===== src/rtl/nor_bank_if.sv =====
// Bus bundle for nor_bank: gate inputs and step enable in, gate outputs and
// settle status out.
interface nor_bank_if #(
    parameter int CH    = 8,
    parameter int FANIN = 2
);
    logic [CH*FANIN-1:0] a;
    logic                en;
    logic [CH-1:0]       y;
    logic                chg;
    logic                stable;

    modport master (output a, en, input  y, chg, stable);
    modport slave  (input  a, en, output y, chg, stable);
endinterface


===== src/rtl/nor_bank.sv =====
// Bank of CH multi-input NOR gates with two-phase timing (sample on negedge,
// update on posedge), configurable latency, step hold and a settle detector.
module nor_bank_lane #(
    parameter int FANIN   = 2,
    parameter int LATENCY = 1,
    parameter bit IV_BIT  = 1'b0
) (
    input  logic             clk,
    input  logic             rst,
    input  logic             en,
    input  logic [FANIN-1:0] a,
    output logic             y,
    output logic             y_nxt
);
    logic               smp;
    logic [LATENCY:1]   stg;
    logic [LATENCY:1]   stg_nxt;

    always_ff @(negedge clk or posedge rst) begin
        if (rst)     smp <= IV_BIT;
        else if (en) smp <= ~|a;
    end

    always_comb begin
        stg_nxt    = stg;
        stg_nxt[1] = smp;
        for (int k = 2; k <= LATENCY; k++) stg_nxt[k] = stg[k-1];
    end

    always_ff @(posedge clk or posedge rst) begin
        if (rst)     stg <= {LATENCY{IV_BIT}};
        else if (en) stg <= stg_nxt;
    end

    assign y     = stg[LATENCY];
    // Value y takes at the coming posedge if enabled; feeds change detection.
    assign y_nxt = stg_nxt[LATENCY];
endmodule

module nor_bank #(
    parameter int            CH         = 8,
    parameter int            FANIN      = 2,
    parameter int            LATENCY    = 1,
    parameter logic [CH-1:0] IV         = '0,
    parameter int            STABLE_CYC = 4
) (
    input  logic       clk,
    input  logic       rst,
    nor_bank_if.slave  bus
);
    if (CH < 1 || CH > 64)                  begin : g_bad_ch  $error("nor_bank: CH out of range");         end
    if (FANIN < 1 || FANIN > 8)             begin : g_bad_fi  $error("nor_bank: FANIN out of range");      end
    if (LATENCY < 1 || LATENCY > 4)         begin : g_bad_lat $error("nor_bank: LATENCY out of range");    end
    if (STABLE_CYC < 1 || STABLE_CYC > 255) begin : g_bad_sc  $error("nor_bank: STABLE_CYC out of range"); end

    localparam logic [7:0] SC = 8'(STABLE_CYC);

    logic [CH-1:0] y;
    logic [CH-1:0] y_nxt;
    logic          changed;
    logic [7:0]    cnt;
    logic [7:0]    cnt_nxt;
    logic          chg;
    logic          stable;

    for (genvar i = 0; i < CH; i++) begin : g_lane
        nor_bank_lane #(
            .FANIN   (FANIN),
            .LATENCY (LATENCY),
            .IV_BIT  (IV[i])
        ) u_lane (
            .clk   (clk),
            .rst   (rst),
            .en    (bus.en),
            .a     (bus.a[i*FANIN +: FANIN]),
            .y     (y[i]),
            .y_nxt (y_nxt[i])
        );
    end

    assign changed = (y_nxt != y);

    // A change always wins over a saturated count.
    always_comb begin
        cnt_nxt = cnt;
        if (changed)        cnt_nxt = '0;
        else if (cnt != SC) cnt_nxt = cnt + 8'd1;
    end

    always_ff @(posedge clk or posedge rst) begin
        if (rst) begin
            cnt    <= '0;
            chg    <= 1'b0;
            stable <= 1'b0;
        end else if (bus.en) begin
            cnt    <= cnt_nxt;
            chg    <= changed;
            stable <= (cnt_nxt == SC);
        end else begin
            chg    <= 1'b0;
        end
    end

    assign bus.y      = y;
    assign bus.chg    = chg;
    assign bus.stable = stable;
endmodule


===== src/flat_wrapper.sv =====
// flat-port wrapper written by rule: the top's interface ports become plain ports
module nor_bank_flat 
#(
    parameter int            CH         = 8,
    parameter int            FANIN      = 2,
    parameter int            LATENCY    = 1,
    parameter logic [CH-1:0] IV         = '0,
    parameter int            STABLE_CYC = 4
)
  (clk, rst, bus_a, bus_en, bus_y, bus_chg, bus_stable);
  nor_bank_if #(.CH(CH), .FANIN(FANIN)) bus_i ();
  input  logic clk;
  input  logic rst;
  input wire logic [$bits(bus_i.a)-1:0] bus_a;
  input wire logic [$bits(bus_i.en)-1:0] bus_en;
  output wire logic [$bits(bus_i.y)-1:0] bus_y;
  output wire logic [$bits(bus_i.chg)-1:0] bus_chg;
  output wire logic [$bits(bus_i.stable)-1:0] bus_stable;
  assign bus_i.a = bus_a;
  assign bus_i.en = bus_en;
  assign bus_y = bus_i.y;
  assign bus_chg = bus_i.chg;
  assign bus_stable = bus_i.stable;
  nor_bank #(.CH(CH), .FANIN(FANIN), .LATENCY(LATENCY), .IV(IV), .STABLE_CYC(STABLE_CYC)) u_core (.clk(clk), .rst(rst), .bus(bus_i));
endmodule

===== config.mk =====
export PLATFORM = sky130hd
export DESIGN_NAME = nor_bank_flat
export DESIGN_NICKNAME = d
export VERILOG_FILES = /design/src/rtl/nor_bank_if.sv /design/src/rtl/nor_bank.sv /design/src/flat_wrapper.sv
export SDC_FILE = /design/constraint.sdc
export NUM_CORES = 1
export LEC_CHECK = 0
export CAP_MARGIN = 10
export CORE_MARGIN = 2
export CORE_UTILIZATION = 54
export DETAILED_ROUTE_END_ITERATION = 10
export GPL_TIMING_DRIVEN = 0
export PLACE_DENSITY_LB_ADDON = 0.05
export SYNTH_ARGS = -nofsm -noshare
export SYNTH_HDL_FRONTEND = slang
export SYNTH_SLANG_ARGS = --single-unit

===== constraint.sdc =====
create_clock -name clk -period 3.1 [get_ports clk]
set_clock_uncertainty 0.05 [all_clocks]
set_input_delay 0.62 -clock clk [delete_from_list [all_inputs] [get_ports clk]]
set_output_delay 0.62 -clock clk [all_outputs]
set_load 0.02 [all_outputs]

==> results of run 1 <==
[cells in the final DEF (no fill, tap or decap), types with 2 or more instances in the layout]
master,Yosys,routed
a21oi_1,6,6
clkdlybuf4s50_1,0,27
dfrtp_1,18,18
o21ai_0,4,4
xor2_1,8,7
nor2_1,4,4
clkbuf_4,0,3
nand4_1,3,3
nor3_1,3,3
nor4_1,2,2
inv_1,8,7
buf_4,8,14
mux2i_1,2,2
o211ai_1,4,4
mux2_2,8,8
nand2_1,13,13
nand3_1,3,3
dfrtn_1,8,8
clkbuf_1,3,3
nor4_4,2,2
ha_1,2,2
o31ai_1,9,8
[per-stage QoR]
stage	utilization, %	setup slack (ns)
2_1_floorplan	-	0.0359
3_3_place_gp	69.1	-0.238
3_5_place_dp	69.1	-0.276
4_1_cts	71.0	0.0618
5_1_grt	73.6	-0.0510
6_report	73.6	0.0493
[area by class of cell]
cell class	count	area [sq um]	area share (%)
Sequential cell	26	651	36.0
Multi-Input combinational cell	86	648	35.8
Timing Repair Buffer	34	327	18.1
Buffer	13	81.3	4.50
Inverter	9	37.5	2.08
Tap cell	30	37.5	2.08
Clock buffer	4	26.3	1.45
[per-layer routing]
metal,global-route usage [%],wire (microns)
met3,3.28,86
met5,0,0
met2,42.7,1550
met1,28.2,1300
met4,3.75,13
[logic make-up (layout without fill, tap and decap cells)]
family	Yosys count	count (layout)
muxes	10	10
adders and majority gates	2	2
buffers and inverters	22	60
xor gates and xnor gates	8	8
AOI/OAI and AO/OA	30	30
DFF	26	26
and+or+nand+nor	36	36
[registers in the layout, summed over array words and instances (netlist names)]
signal and cells:
u_core.g_lane.u_lane.y_nxt 8, u_core.cnt 8, u_core.bus.stable 1, u_core.bus.chg 1, u_core.g_lane.u_lane.y 8
[path summary, 6_finish.rpt]
check | end | slack [ns] | cells after the start
max | u_core.cnt[0] | 0.05 | 5
min | u_core.g_lane[1].u_lane.y_nxt | 0.42 | 2
max reg2reg | u_core.cnt[0] | 0.05 | 5
min reg2reg | u_core.g_lane[1].u_lane.y_nxt | 0.42 | 2
max in group asynchronous | u_core.g_lane[5].u_lane.y_nxt | 0.55 | 2
min in group asynchronous | u_core.g_lane[3].u_lane.y | 0.63 | 2
[repair_timing]
action	in CTS	in global routing
endpoints found under the setup margin	7	13
resized for setup	0	8
pin swaps	2	1
cloned	0	0
hold buffers	0	0
buffers inserted	3	4
[critical path: cells and delay by family, from the launching register on]
family	cells	cell delay (ns)
flip-flops	1	0.45
buffers and inverters	1	0.18
multiplexers	1	0.21
XOR/XNOR	1	0.10
AND/OR/NAND/NOR	2	0.45
[power groups by stage]
stage	Sequential, mW	Clock (mW)	Combinational [mW]
global route	0.387	0.165	0.223
floorplan	0.386	0	0.112
finish	0.383	0.148	0.207
global placement	0.387	0	0.175
CTS	0.383	0.153	0.190
detailed placement	0.389	0	0.178
==> results_dict.tcl, run 1 <==
set metrics [dict create \
    status "complete, no violations" \
    comb_power_share_pct 28.0 \
    p_int_mw 0.524 \
    ant_nets 0 \
    cp_data_required_time_ns 3.29 \
    synth-compound-area-share_pct 14.5 \
    die_w_microns 54.7 \
    syn_avg_cell_area_sq_um 10.4 \
    cts_sinks 26 \
    core-area_sq_um 2450 \
    routabilityCongestion 0.715 \
    n_antenna_cell 0 \
    clkTransAtPathRegs_ns 0.14 \
    yosys.area_share.simple_pct 15.6 \
    start_util_pct 56.5 \
    synth_cell_type_count 35 \
    synthXorXnorAreaFrac_pct 5.05 \
    synth_area_leaders "dfrtp_1 (32%), dfrtn_1 (14%), mux2_2 (6.5%), xor2_1 (5.0%), o31ai_1 (4.9%)" \
    cts_tree "yes" \
    rsz0062_at_grt "true" \
    synth_top_area_share_pct 32.5 \
    cp_max_fo 3 \
    worstMarginPinSlew_ns 0.563 \
    min_from "u_core.g_lane[1].u_lane.y_nxt" \
    rows 18 \
    totalPowerFinal_mw 0.738 \
    start_kind "flip-flop" \
    synth.most_common_cell "dfrtp_1" \
    die_height_microns 54.7 \
    synth_seq_cells 26 \
    crit_chain "xor2_1 > nor4_4 > buf_4 > nand4_1 > mux2i_1" \
    dpl_cell_area_sq_um 1700 \
    dp_cells 191 \
    setup_violations 0 \
    synth_nets 155 \
    p_leak_nw 0.790 \
    finalHoldViolCount 0 \
    p_seq_share_pct 51.9 \
    power_density_nw_per_um2 408 \
    startpoint "u_core.g_lane[3].u_lane.y_nxt" \
    yosys_warnings 0 \
    cts_max_path_buffers 2 \
    cp.arrival_ns 3.24 \
    h-tree-depth 1 \
    timing.hold.ws_ns 0.424 \
    drt-total-wl_microns 2960 \
    dieArea_sq_um 2990 \
    vias 1095 \
    max-vdd-ir-drop_uv 299 \
    final_area_sq_um 1810 \
    syn_inst 134 \
    cts_root_buffer "clkbuf_4" \
    pin_count 29 \
    io_buffers 27 \
    slew_violations 0 \
    grt_max_degree 27 \
    cap_violations 0 \
    critPathSlowestCell "dfrtn_1" \
    grt_usage_pct 23.0 \
    post_drt_via_cell_ratio 5.42 \
    drtIter0Drc 20 \
    fin_tns_setup_ns 0 \
    clkPwrFrac_pct 20.0 \
    dp_hpwl_microns 2100 \
    grt_pass1_vias 1113 \
    synth_edf_count 0 \
    reg2reg_from "u_core.g_lane[3].u_lane.y_nxt" \
    end_kind "flip-flop" \
    fin_nets 194 \
    synth_top_cell_by_area "dfrtp_1" \
    slowest_delay_ns 0.45 \
    ys_seq_area_share_pct 46.9 \
    synth_fa_ha_area_share_pct 1.80 \
    syn_area_sq_um 1390 \
    min_path_type "reg2reg" \
    nFillCells 192 \
    synth_top_family_by_area "simple AND/OR/NAND/NOR gates" \
    layoutNonFillerInstCount 202 \
    grt_pass1_wl_microns 4950 \
    synth_common_cells "dfrtp_1 (18), nand2_1 (13), o31ai_1 (9)" \
    relSlewSlack_pct 62.4 \
    grt_remaining_overflow 0 \
    swShare_pct 29.0 \
    wl_per_cell_microns 14.6 \
    clk_latency_ns 0.31 \
    muxShareOfSynthArea_pct 7.94 \
    final_layout_size_suffix_gt1_share_pct 21.5 \
    ys.flop_type "dfrtp_1" \
    antenna_found_initial 0 \
    worstSetupPathType "reg2reg" \
    syn_to_final_growth_pct 30.3 \
    switching_power_mw 0.214 \
    route.detailed.drc 0 \
    dr.pass1.iters 4 \
    cts_inserted_buffers 3 \
    ys_async_sr_fraction_pct 100 \
]
Note: power is estimated with default switching activity, not from simulation.
==> inputs of run 2 (changes only) <==
--- a/config.mk
+++ b/config.mk
@@ -14,3 +14,4 @@
 export SYNTH_ARGS = -nofsm -noshare
 export SYNTH_HDL_FRONTEND = slang
 export SYNTH_SLANG_ARGS = --single-unit
+export TNS_END_PERCENT = 30
==> results of run 2 <==
No change in the layout: final DEF, timing and power equal those of run 1.
==> inputs of run 3 (changes only) <==
--- a/config.mk
+++ b/config.mk
@@ -7,11 +7,12 @@
 export LEC_CHECK = 0
 export CAP_MARGIN = 10
 export CORE_MARGIN = 2
-export CORE_UTILIZATION = 54
+export CORE_UTILIZATION = 55
 export DETAILED_ROUTE_END_ITERATION = 10
 export GPL_TIMING_DRIVEN = 0
 export PLACE_DENSITY_LB_ADDON = 0.05
 export SYNTH_ARGS = -nofsm -noshare
 export SYNTH_HDL_FRONTEND = slang
+export SYNTH_HIERARCHICAL = 1
 export SYNTH_SLANG_ARGS = --single-unit
 export TNS_END_PERCENT = 30
==> run 3 against run 2 <==
The flow now finishes with violations (negative setup slack). Utilization is 3.2 points higher. Die area is 3.2% higher. Via count is 2.5% higher. Clock power is 6% lower. Total power is 3.6% lower. Cell area is 6.3% higher. Worst hold slack better by 0.024 ns. Wire length is 0.24% higher. Sequential power hardly changed. Critical path type unchanged. Synthesized cell count is 3.0% higher.
==> results_dict.tcl, run 3 <==
set metrics [dict create \
    status "finished with violations" \
    violations "negative setup slack" \
    worstMarginPinSlew_ns 0.576 \
    synth_top_area_share_pct 30.8 \
    fin_nets 199 \
    core-area_sq_um 2500 \
    clkTransAtPathRegs_ns 0.12 \
    grt_remaining_overflow 0 \
    grt_usage_pct 20.5 \
    routabilityCongestion 0.883 \
    synth.most_common_cell "dfrtp_1" \
    start_kind "flip-flop" \
    n_antenna_cell 0 \
    cap_violations 0 \
    rows 18 \
    cts_inserted_buffers 3 \
    grt_max_degree 24 \
    post_drt_via_cell_ratio 5.45 \
    io_buffers 28 \
    clk_latency_ns 0.31 \
    relSlewSlack_pct 61.6 \
    final_cell_mix "clkdlybuf4s50_1 (27), dfrtp_1 (18), mux2_2 (16)" \
    antenna_found_initial 0 \
    synth_edf_count 0 \
    synth_common_cells "dfrtp_1 (18), mux2_2 (16), inv_1 (15)" \
    timing.hold.ws_ns 0.448 \
    vias 1122 \
    power_density_nw_per_um2 370 \
    setup_violations 5 \
    ant_nets 0 \
    final_common_cell "clkdlybuf4s50_1" \
    finalHoldViolCount 0 \
    dieArea_sq_um 3090 \
    pin_count 29 \
    layoutNonFillerInstCount 206 \
    h-tree-depth 1 \
    dp_cells 196 \
    cts_sinks 26 \
    drt-total-wl_microns 2970 \
    start_util_pct 58.5 \
    syn_avg_cell_area_sq_um 10.6 \
    synth_nets 159 \
    fin_tns_setup_ns -0.253 \
    syn_area_sq_um 1460 \
    die_height_microns 55.6 \
    cp.arrival_ns 3.35 \
    route.detailed.drc 0 \
    drtIter0Drc 41 \
    synth_cell_type_count 40 \
    cts_root_buffer "clkbuf_4" \
    dp_slack_ns -0.816 \
    p_leak_nw 0.830 \
    syn_to_final_growth_pct 31.4 \
    cp_data_required_time_ns 3.25 \
    grt_pass1_wl_microns 5040 \
    worstSetupPathType "reg2reg" \
    dr.pass1.iters 4 \
    min_path_type "reg2reg" \
    cp_max_fo 6 \
    yosys_warnings 6 \
    top_layer_used "met4" \
    synth_area_leaders "dfrtp_1 (31%), dfrtn_1 (14%), mux2_2 (12%), xnor2_1 (5.4%), inv_1 (3.8%)" \
    syn_inst 138 \
    synth_seq_cells 26 \
    wl_per_cell_microns 14.4 \
    final_layout_size_suffix_gt1_share_pct 26.1 \
    max-vdd-ir-drop_uv 321 \
    dp_hpwl_microns 2140 \
    met3_length_microns 93 \
    die_w_microns 55.6 \
    grt_pass1_vias 1112 \
    rsz0062_at_grt "true" \
    cts_max_path_buffers 2 \
    cts_tree "yes" \
    ys_async_sr_fraction_pct 100 \
    met1_length_microns 1330 \
    slew_violations 0 \
    ys_seq_area_share_pct 44.5 \
    synth_top_cell_by_area "dfrtp_1" \
    worst_slack_ns -0.0981 \
    end_kind "flip-flop" \
    ys.flop_type "dfrtp_1" \
    met2_length_microns 1520 \
]
[run 3: worst paths after layout]
path | start | end | slack (ns) | cells past startpoint
max | u_core/g_lane[2].u_lane/y_nxt | u_core/bus.stable | -0.1 | 6
min reg2reg | u_core/g_lane[5].u_lane/y_nxt | u_core/g_lane[5].u_lane/y_nxt | 0.45 | 1
min in group asynchronous | rst | u_core/g_lane[7].u_lane/y | 0.66 | 2
max reg2reg | u_core/g_lane[2].u_lane/y_nxt | u_core/bus.stable | -0.1 | 6
max in group asynchronous | rst | u_core/g_lane[4].u_lane/y_nxt | 0.72 | 2
min | u_core/g_lane[5].u_lane/y_nxt | u_core/g_lane[5].u_lane/y_nxt | 0.45 | 1
[run 3: timing repair]
item	CTS	global route
buffers inserted	0	7
endpoints found under the setup margin	13	7
pin swaps	1	9
hold buffers	0	0
gates resized for setup	4	6
[run 3: per-stage QoR]
step                      total power, mW  util (%)  cell area, sq um
final                               0.711      76.9              1920
after global routing                0.744      76.9              1920
after global placement              0.549      71.2              1780
after CTS                           0.692      72.4              1810
after detailed placement            0.555      71.2              1780
after floorplan                     0.481         -              1460
[run 3: logic make-up (layout without fill, tap and decap cells)]
logic type / after synthesis / after routing / share of synthesized area (%)
adder cells (fa/ha/maj): 2 / 2 / 1.71
flip-flops: 26 / 26 / 44.5
XOR/XNOR: 10 / 10 / 5.99
buffers and inverters: 20 / 58 / 6.76
AO/OA/AOI/OAI: 21 / 21 / 10.1
multiplexers: 17 / 17 / 13.0
AND/OR/NAND/NOR: 42 / 42 / 18.0
[run 3: area by class of cell]
cell class / count / area, sq um
plain buffers: 5 / 42.5
clock buffers: 3 / 22.5
fillers: 167 / 578
inverters: 15 / 56.3
multi-input cells: 92 / 766
flip-flops and latches: 26 / 651
well taps: 30 / 37.5
repair buffers: 35 / 347
[run 3: metal layers]
metal  vias up  track usage, %
met5         -               0
met4         0            4.53
met3         2            5.35
met2        21            34.7
met1       543            26.6
li1        556               -
[run 3: worst max-delay path, cell delays in order, from the launching register on]
cell,delay [ns]
dfrtn_1,0.45
xnor2_1,0.13
nand4_1,0.25
nor2_4,0.27
buf_12,0.14
nor4b_4,0.20
a211oi_2,0.06
[run 3: report_power, final]
group / internal [mW] / switching (mW)
sequential: 0.365 / 0.0217
combinational: 0.105 / 0.0819
clock: 0.0454 / 0.0931
==> variant 1, RTL diff (settings of run 2) <==
`FANIN` is set to 2 in 4 places; all go to 1.
--- a/src/rtl/nor_bank_if.sv
+++ b/src/rtl/nor_bank_if.sv
@@ -3,5 +3,5 @@
 interface nor_bank_if #(
     parameter int CH    = 8,
-    parameter int FANIN = 2
+    parameter int FANIN = 1
 );
     logic [CH*FANIN-1:0] a;
--- a/src/rtl/nor_bank.sv
+++ b/src/rtl/nor_bank.sv
@@ -2,5 +2,5 @@
 // update on posedge), configurable latency, step hold and a settle detector.
 module nor_bank_lane #(
-    parameter int FANIN   = 2,
+    parameter int FANIN   = 1,
     parameter int LATENCY = 1,
     parameter bit IV_BIT  = 1'b0
@@ -40,5 +40,5 @@
 module nor_bank #(
     parameter int            CH         = 8,
-    parameter int            FANIN      = 2,
+    parameter int            FANIN      = 1,
     parameter int            LATENCY    = 1,
     parameter logic [CH-1:0] IV         = '0,
--- a/src/flat_wrapper.sv
+++ b/src/flat_wrapper.sv
@@ -3,5 +3,5 @@
 #(
     parameter int            CH         = 8,
-    parameter int            FANIN      = 2,
+    parameter int            FANIN      = 1,
     parameter int            LATENCY    = 1,
     parameter logic [CH-1:0] IV         = '0,
Ports: changed (resized bus_a); port bits go from 29 to 21. The function was not compared with the original's and may differ.
==> variant 1 against run 2 <==
  * The flow now finishes with violations (setup timing)
  * Area after synthesis up 1.3%
  * Final cell count down 0.50%
  * Sequential share of layout area up 0.87 points
  * Core utilization down 2.4 points
  * Setup slack worse by 0.11 ns
  * Design area down 2.4%
  * Worst hold slack better by 0.037 ns
  * Critical path depth unchanged
  * Routed wire length up 4.7%
  * Synthesized cell count up 4.5%
  * Sequential cell count unchanged
  * Power down 0.43%
  * Highest routed layer unchanged
==> variant 1: results <==
[placement]
portBuffers = 19
post-dp-hpwl_mm = 2.025
placed_cells = 189

[detailed_routing]
post_drt_wl_per_cell_um = 15.41
wl_mm = 3.097
drt_iter0_drc = 21

[logic_synthesis]
syn_area_per_cell_um2 = 10.04
yosysSeqAreaShare_pct = 46.30
synthTopCellsByCount = 18 x dfrtp_1, 12 x a21oi_1, 10 x buf_4, 10 x nor2_1
syn_nets = 153

[sta]
hold_slack_ns = 0.4618
setup_viol = 5
setup_ws_ns = -0.06145

[outcome]
violations = setup timing
status = complete, but fails checks

[grt]
grt_util_all_layers_pct = 22.57
grt_pass1_wl_mm = 4.843

[setup_path]
r2r_end = u_core.cnt[3]
crit_path_max_fanout = 5
cp_top_family = simple AND/OR/NAND/NOR gates
cp.arrival_ns = 3.36

[final_layout]
nets = 185
fill_cells = 194

[power_and_ir_drop]
p_switching_w = 0.0001992

[worst_hold_path]
min_from = u_core.g_lane[7].u_lane.y_nxt
-- variant 1: cell type report --
type | instances | area (um^2) | area share [%]
plain buffers | 16 | 107.6 | 6.095
clock buffers | 4 | 36.28 | 2.055
well taps | 30 | 37.54 | 2.126
repair buffers | 27 | 257.7 | 14.60
flip-flops and latches | 26 | 650.6 | 36.85
inverters | 9 | 37.54 | 2.126
multi-input cells | 89 | 638.1 | 36.14
-- variant 1: worst register-to-register path, stage by stage (launching register included) --
cell     delay (ns)
dfrtn_1        0.46
xnor2_1        0.13
nand4_1        0.24
nor2_4         0.27
nand2_1        0.13
o31ai_1        0.26
-- variant 1: per-layer routing --
layer  vias to the layer above  routed length (um)  track usage [%]
met2                        44                1553            36.31
met4                         0                  42            8.537
met1                       541                1361            30.00
met5                         -                   0                0
met3                         6                 139            4.570
li1                        545                   -                -
-- variant 1: how the worst max path moves through the flow --
| stage | end | slack, ns | depth (start not counted) |
|---|---|---|---|
| 6_report | u_core.cnt[3] | -0.06 | 5 |
| 4_1_cts | u_core.cnt[6] | 0.02 | 6 |
| 3_5_place_dp | u_core.g_lane[3].u_lane.y_nxt | -0.27 | 2 |
| 3_3_place_gp | u_core.g_lane[2].u_lane.y_nxt | -0.24 | 2 |
| 5_1_grt | u_core.cnt[3] | -0.15 | 5 |
| 2_1_floorplan | u_core.g_lane[0].u_lane.y_nxt | 0.08 | 3 |
-- variant 1: logic make-up after synthesis --
kind of cell	synth area share, %
compound gates	12.73
buf+inv	10.06
fa+ha+maj	1.781
xor+xnor	5.610
mux	7.836
simple gates	15.67
flops	46.30
-- variant 1: timing repair --
item / CTS / global route
gates resized for setup: 1 / 8
setup buffers: 3 / 5
endpoints found under the setup margin: 8 / 17
pin swaps: 3 / 5
hold endpoints to repair: 0 / 0
==> variant 2, RTL diff (settings of run 2) <==
Without the edit above. Reset style: synchronous (`rst`), changed in 3 clocked blocks.
--- a/src/rtl/nor_bank.sv
+++ b/src/rtl/nor_bank.sv
@@ -17,5 +17,5 @@
     logic [LATENCY:1]   stg_nxt;
 
-    always_ff @(negedge clk or posedge rst) begin
+    always_ff @(negedge clk) begin
         if (rst)     smp <= IV_BIT;
         else if (en) smp <= ~|a;
@@ -28,5 +28,5 @@
     end
 
-    always_ff @(posedge clk or posedge rst) begin
+    always_ff @(posedge clk) begin
         if (rst)     stg <= {LATENCY{IV_BIT}};
         else if (en) stg <= stg_nxt;
@@ -88,5 +88,5 @@
     end
 
-    always_ff @(posedge clk or posedge rst) begin
+    always_ff @(posedge clk) begin
         if (rst) begin
             cnt    <= '0;
Check against the original RTL: not checked (the comparison handles one clock edge and no latches or derived clocks); the edit may change what the design does.
==> variant 2 against run 2 <==
  * Core utilization increased by 0.42 points
  * Critical path depth up 1
  * Setup slack improved by 0.032 ns
  * Critical endpoint is now u_core.cnt[2]
  * Design area rose by 2.4%
  * Critical path type unchanged
  * Sequential power is 7.8% lower
  * Area after synthesis increased by 2.9%
  * Largest cell class is now multi-input gates
  * Count of clock-buffer cells in the layout fell by 1
  * Non-clock buffer count up 3
  * Power is 8.5% lower
  * Sequential cell count is the same
  * Routed wire length increased by 17%
==> variant 2: results <==
[outcome]
status = complete, no violations

[cts]
path_clk_slew_ns = 0.14
clk_latency_ns = 0.38
cts_root_buf = clkbuf_4
max-clock-path-buffers = 2
cts_max_level = 1
numCtsBuffers = 3

[detailed_routing]
drt_iter0_drc = 58
post_drt_wl_per_cell_um = 14.22
drt-pass1-iter-count = 4
via_per_inst = 5.820

[logic_synthesis]
synth-async-reset-ratio_pct = 0
synth_warnings = 0
syn_nets = 193
synthTopCellsByCount = 26 x dfxtp_1, 19 x nor2_1, 18 x a21oi_1, 12 x nand2_1, 12 x nor3_1
yosysSeqAreaShare_pct = 36.46
ys_types = 39
synthTopCellsByArea = dfxtp_1 36%, a21oi_1 6.3%, mux2i_1 5.6%

[setup_path]
max_stage_delay_ns = 0.32
cp.arrival_ns = 3.22
crit_path_max_fanout = 5
cp_slowest_cell = dfxtp_2

[placement]
gp_congestion = 0.8159
dpl-instance-area_um2 = 1728
post-dp-hpwl_mm = 2.411
portBuffers = 26

[final_layout]
nets = 236
final_core_util_pct = 74.07
diodes = 0
drive_gt1_share_pct = 16.36
fill_cells = 198

[grt]
grt_max_degree = 15
grt_pass1_wl_mm = 5.651
grt_pass1_vias = 1319
antenna_found_initial = 0
grt_util_all_layers_pct = 22.23

[worst_hold_path]
hp-class = reg -> reg

[power_and_ir_drop]
leakagePower_nw = 0.7749
peakVddDrop_v = 0.0003435

[sta]
worst_pin_slew_ns = 0.5255
[variant 2: cell count changes after synthesis, sizes merged, moves of 4 or more]
cell	delta
a21oi	+12
clkbuf	+4
dfrtn	-8
dfrtp	-18
dfxtp	+26
inv	-5
mux2	-7
mux2i	+6
nor2	+16
nor3	+9
o31ai	-9
[variant 2: where the power goes]
part           total [W]  leakage, nW  switching [W]  internal [W]
logic           0.000140        0.507      0.0000687     0.0000708
clock network   0.000182       0.0565       0.000122     0.0000607
registers       0.000353        0.212     0.00000957      0.000344
total           0.000675        0.775       0.000200      0.000475
[variant 2: what timing repair did]
| item | in CTS | in global routing |
|---|---|---|
| setup buffers | 2 | 1 |
| pin swaps | 1 | 7 |
| setup endpoints to repair | 7 | 12 |
| gates cloned | 1 | 1 |
| gates resized for setup | 3 | 9 |
[variant 2: metrics by stage]
step	total power (W)	worst slack [ns]	setup TNS (ns)	cells
2_1_floorplan	0.0004440	0.01398	0	172
3_3_place_gp	0.0004855	-0.2488	-1.730	228
3_5_place_dp	0.0004893	-0.3166	-2.162	228
4_1_cts	0.0006607	0.03137	0	242
5_1_grt	0.0007164	-0.03046	-0.1053	244
6_report	0.0006753	0.08135	0	244
[variant 2: cells by family after synthesis]
| group | count (synthesis) | synth area share (%) |
|---|---|---|
| and+or+nand+nor | 66 | 24.10 |
| AOI/OAI and AO/OA | 38 | 17.62 |
| DFF | 26 | 36.46 |
| buffers and inverters | 23 | 8.763 |
| muxes | 9 | 6.398 |
| xor gates and xnor gates | 8 | 4.908 |
| adders and majority gates | 2 | 1.753 |
[variant 2: final timing paths]
kind                            slack (ns)                           from                 to  depth (start not counted)
worst max register to register        0.08  u_core.g_lane[7].u_lane.y_nxt      u_core.cnt[2]                          6
worst min register to register        0.43              u_core.bus.stable  u_core.bus.stable                          2
worst min-delay path                  0.43              u_core.bus.stable  u_core.bus.stable                          2
worst max-delay path                  0.08  u_core.g_lane[7].u_lane.y_nxt      u_core.cnt[2]                          6
[variant 2: layout make-up]
cell class / count / area share (%)
Inverter: 3 / 0.7432
Tap cell: 30 / 2.027
Timing Repair Buffer: 31 / 16.08
Clock buffer: 3 / 1.216
Clock inverter: 9 / 1.892
Buffer: 19 / 6.351
Sequential cell: 26 / 28.24
Multi-Input combinational cell: 123 / 43.45
[variant 2: per-layer routing]
layer  share of wire [%]  wire length (um)  GRT usage, %  vias up
li1                    -                 -             -      685
met1                  43              1506         27.34      662
met2                  49              1708         37.24       65
met3                 5.4               188         3.279        8
met4                 1.9                67         11.85        0
met5                   0                 0             0        -
[variant 2: critical path, delay by kind of cell, from the launching register on]
kind | cells | cell delay [ns]
AO/OA/AOI/OAI | 2 | 0.27
buffers and inverters | 2 | 0.28
AND/OR/NAND/NOR | 1 | 0.27
XOR/XNOR | 1 | 0.15
flip-flops | 1 | 0.32
